## src/rtl/processor_pkg.sv

```systemverilog
// processor_pkg: widths shared by the RAM, processor and program loader, plus the loader state encoding.
package processor_pkg;
    localparam int LOADER_ADDR_W = 9;
    localparam int LOADER_DATA_W = 32;
    typedef enum logic [2:0] {ST_IDLE, ST_LOAD, ST_SETTLE, ST_RUN, ST_ERR} loader_state_t;
endpackage

```

## src/rtl/program_loader.sv

```systemverilog
// program_loader: streams an instruction image into RAM from address 0, then enables the processor.
module program_loader
    import processor_pkg::*;
#(
    parameter int ADDR_W = LOADER_ADDR_W,
    parameter int DATA_W = LOADER_DATA_W,
    parameter int DEPTH  = 2 ** ADDR_W
) (
    input  logic              clock,
    input  logic              reset_n,
    input  logic              load_start,
    input  logic              halt,
    input  logic              in_valid,
    input  logic [DATA_W-1:0] in_data,
    input  logic              in_last,
    output logic              in_ready,
    output logic [ADDR_W-1:0] addr,
    output logic              wr,
    output logic [DATA_W-1:0] wdata,
    output logic              working,
    output logic              error,
    output logic [ADDR_W:0]   word_count
);
    localparam logic [ADDR_W:0] LAST_SLOT = (ADDR_W+1)'(DEPTH - 1);
    loader_state_t     state, state_n;
    logic [ADDR_W-1:0] addr_n;
    logic              wr_n, working_n, error_n;
    logic [DATA_W-1:0] wdata_n;
    logic [ADDR_W:0]   count_n;
    assign in_ready = (state == ST_LOAD);
    always_ff @(posedge clock or negedge reset_n) begin
        if (!reset_n) state <= ST_IDLE;
        else          state <= state_n;
    end
    always_ff @(posedge clock or negedge reset_n) begin
        if (!reset_n) begin
            addr       <= '0;
            wr         <= 1'b0;
            wdata      <= '0;
            working    <= 1'b0;
            error      <= 1'b0;
            word_count <= '0;
        end else begin
            addr       <= addr_n;
            wr         <= wr_n;
            wdata      <= wdata_n;
            working    <= working_n;
            error      <= error_n;
            word_count <= count_n;
        end
    end
    // halt overrides everything, including a beat offered in the same cycle
    always_comb begin
        state_n   = state;
        addr_n    = addr;
        wr_n      = 1'b0;
        wdata_n   = wdata;
        working_n = working;
        error_n   = error;
        count_n   = word_count;
        if (halt) begin
            state_n   = ST_IDLE;
            working_n = 1'b0;
        end else begin
            case (state)
                ST_IDLE: begin
                    working_n = 1'b0;
                    if (load_start) begin
                        state_n = ST_LOAD;
                        count_n = '0;
                        error_n = 1'b0;
                    end
                end
                ST_LOAD: begin
                    if (in_valid) begin
                        addr_n  = word_count[ADDR_W-1:0];
                        wdata_n = in_data;
                        wr_n    = 1'b1;
                        count_n = word_count + (ADDR_W+1)'(1);
                        if (in_last) state_n = ST_SETTLE;
                        else if (word_count == LAST_SLOT) begin
                            state_n = ST_ERR;
                            error_n = 1'b1;
                        end
                    end
                end
                ST_SETTLE: begin
                    addr_n    = '0;
                    working_n = 1'b1;
                    state_n   = ST_RUN;
                end
                ST_RUN: working_n = 1'b1;
                ST_ERR: begin
                    working_n = 1'b0;
                    if (load_start) begin
                        state_n = ST_LOAD;
                        count_n = '0;
                        error_n = 1'b0;
                    end
                end
                default: state_n = ST_IDLE;
            endcase
        end
    end
endmodule

```

## config.mk

```make
export PLATFORM = sky130hd
export DESIGN_NAME = program_loader
export DESIGN_NICKNAME = d
export VERILOG_FILES = /design/src/rtl/processor_pkg.sv /design/src/rtl/program_loader.sv
export SDC_FILE = /design/constraint.sdc
export NUM_CORES = 1
export LEC_CHECK = 0
export CAP_MARGIN = 20
export CELL_PAD_IN_SITES_DETAIL_PLACEMENT = 1
export CELL_PAD_IN_SITES_GLOBAL_PLACEMENT = 2
export CORE_MARGIN = 2
export CORE_UTILIZATION = 25
export CTS_CLUSTER_DIAMETER = 200
export DETAILED_ROUTE_END_ITERATION = 12
export PLACE_DENSITY = 0.89
export SETUP_SLACK_MARGIN = 0.15
export SLEW_MARGIN = 20
export SYNTH_ARGS = -nofsm -noshare
export SYNTH_HDL_FRONTEND = slang
export SYNTH_SLANG_ARGS = --single-unit
```

## constraint.sdc

```tcl
create_clock -name clock -period 1.7 [get_ports clock]
set_input_delay 0.51 -clock clock [delete_from_list [all_inputs] [get_ports clock]]
set_output_delay 0.51 -clock clock [all_outputs]
set_load 0.1 [all_outputs]
```

==> summary.md, run 1 <==
| Metric | Value |
|---|---|
| Most frequent cells in the layout | nand2_1, buf_12, dfrtp_1 |
| Status | finished, violations left |
| Chip width | 103 um |
| Routability cong. | between 0.7 and 0.8 |
| Initial Util | 25.4% |
| Layout Nets | 432 |
| Row count | 36 |
| CP arrival | approximately 2000 ps |
| Netlist cell types | 42 |
| Number of fillers in the final layout | 1050 |
| Top FF cell, synth | dfrtp_1 |
| CTS tree | yes |
| Worst path slowest cell | or4b_1 |
| # diodes | 0 |
| Failing checks | setup timing |
| Cell breakdown of the critical path | buf_6 > nand3b_1 > a211o_1 > or4b_1 > nand2_1 |
| Post-synth EDFFs | 0 |
| Final hold vios | 0 |
| IO Count | 93 |
| DPL Wire Length | 5560 um |
| Largest net degree at the start of global routing | 58 |
| Clock Pin Slew Worst Setup and Hold Paths | 70 ps |
| Minimum clock period | 1710 ps |
| FMAX | 0.583 GHz |
| Worst slew pin tran | 594 ps |
| Critical path type | flop to flop |
| Wire per inst | 15.5 um |
| Total global routing track utilization | between 10% and 20% |
| Fin crit share | 101% |
| Min-Delay Path Class | primary input to asynchronous set/reset pin |
| Buffers on Ports | 92 |
| Clk buf depth | 2 |
| Antenna violations before repair | 0 |
| Final slew viol count | 0 |
| Final worst slack | -14.0 ps |
| DRT antenna net count | 0 |
| Cells after Synth | 270 |
| WL final | 8220 um |
| Number of synthesized register bits | 57 |
| RSZ-0062 raised after global routing | yes |
| Hold slack | ~160 ps |
| Post-synth net total | 309 |
| Detailed Routing Iterations Pass 1 | 4 |
| Setup TNS | -26.4 ps |
| Global-route wire length before repair | 13200 um |
| Remaining Overflow, GRT | 0 |
| Clock Skew | 10.2 ps |
| # hold bufs at CTS | 0 |
| DR vias | approximately 2400 |
| Share of layout cells above drive strength 1 | 35.7% |
| CORE AREA | 0.00968 sq mm |
| Clk Latency, worst-skew pair | 340 ps |
| Seq/Total Area, Yosys | 57.9% |
| Clock sink count | 57 |
| Async set-reset flop share out of synthesis | 100% |
| CP endpoint kind | flop |
| CP max FO | 5 |
| P&R area growth vs syn | 92.0% |
| Slew HR | 60.2% |
| Ys Warns | 0 |
| Crit path largest cell delay | 520 ps |
| Die height | 103 um |
| Clk root buf | clkbuf_8 |
| Die ar. | 0.0107 sq mm |
| CTS buffer count | 9 |
| Vias in the first global route | 2644 |
| DR vias/cell | 4.55 |
| CP required | 1980 ps |
| Initial DRC count | 46 |
| H-tree levels | 3 |
| Mean post-synth cell area | just over 9 sq um |
| # Max-Cap Violations | 0 |
| Commonest non-fill, non-tap cell in the layout | nand2_1 |
| Crit start category | flop |
| Post-synth design cell area | 0.00246 sq mm |
| DRC | 0 |
| # setup viols final | 2 |
## cells by family after synthesis
kind of cell             count (synthesis)  share of synthesized area [%]
AND/OR/NAND/NOR                        153                           26.3
flip-flops                              57                           57.9
AO/OA/AOI/OAI                           41                           11.2
buffers and inverters                   18                           4.06
adder cells (fa/ha/maj)                  1                          0.508
## cells in the mapped netlist (4+ instances only)
| library cell | count | share of area (%) |
|---|---|---|
| o21ai_1 | 8 | 1.6 |
| buf_2 | 7 | 1.4 |
| nand2_1 | 119 | 18 |
| o21ai_0 | 9 | 1.8 |
| and3_1 | 4 | 1.0 |
| nor2_1 | 6 | 0.91 |
| dfrtp_1 | 57 | 58 |
| nor3_1 | 5 | 1.0 |
| o31ai_1 | 4 | 1.2 |
| nand3_1 | 4 | 0.81 |
## worst paths after layout
path / depth (start not counted) / end / slack (ps) / start
max: 5 / word_count[7] / -10 / state[2]
min: 2 / error / 160 / reset_n
max reg2reg: 5 / word_count[7] / -10 / state[2]
min reg2reg: 2 / wdata[28] / 540 / wdata[28]
max in group asynchronous: 2 / word_count[0] / 1210 / reset_n
min in group clock: 2 / wdata[28] / 540 / wdata[28]
## final cells by class
class	instances	area [sq um]	area share, %
repair buffers	127	1810	38.3
flip-flops and latches	57	1450	30.7
multi-input cells	195	1080	22.9
well taps	133	166	3.52
clock buffers	13	159	3.36
clock inverters	3	40.0	0.846
inverters	3	16.3	0.344
## registers in the layout, summed over array words and instances (netlist names)
register and count:
addr 9, error 1, state 3, wdata 32, word_count 10, working 1, wr 1
## per-stage QoR
| step | utilization, % | area [sq um] | worst slack [ps] | std cells |
|---|---|---|---|---|
| after floorplan | - | 2530 | -53.3 | 270 |
| after global routing | 48.9 | 4730 | -90.2 | 531 |
| after CTS | 47.4 | 4590 | -5.69 | 526 |
| after detailed placement | 43.6 | 4220 | -458 | 496 |
| final | 48.9 | 4730 | -14.0 | 531 |
| after global placement | 43.6 | 4220 | -429 | 496 |
## per-layer routing
layer	GRT usage, %	vias to the layer above	share of wire (%)
met5	0	-	0
met4	6.58	0	1.4
met3	3.63	10	4.7
met2	28.5	57	53
met1	19.1	1207	41
li1	-	1143	-
## worst max-delay path: cells and delay by family, from the launching register on
kind	cells	cell delay [ps]
AND/OR/NAND/NOR	3	730
buffers and inverters	1	140
AO/OA/AOI/OAI	1	370
flip-flops	1	410
## what timing repair did
item / 4_1_cts / 5_1_grt
gates resized for setup: 27 / 19
pin swaps: 11 / 9
gates cloned: 0 / 1
buffers inserted: 14 / 4
endpoints found under the setup margin: 53 / 63
Power of run 1 is left out: the tool's default activity adds up to more than one toggle a clock period on the data nets, which glitch-free logic cannot reach.
==> run 2, diff against run 1 <==
CTS_CLUSTER_DIAMETER = 100   (was 200)
==> results of run 2 <==
Final layout, timing and power as in run 1 (identical DEF).
Power of run 2 is left out for the same reason.
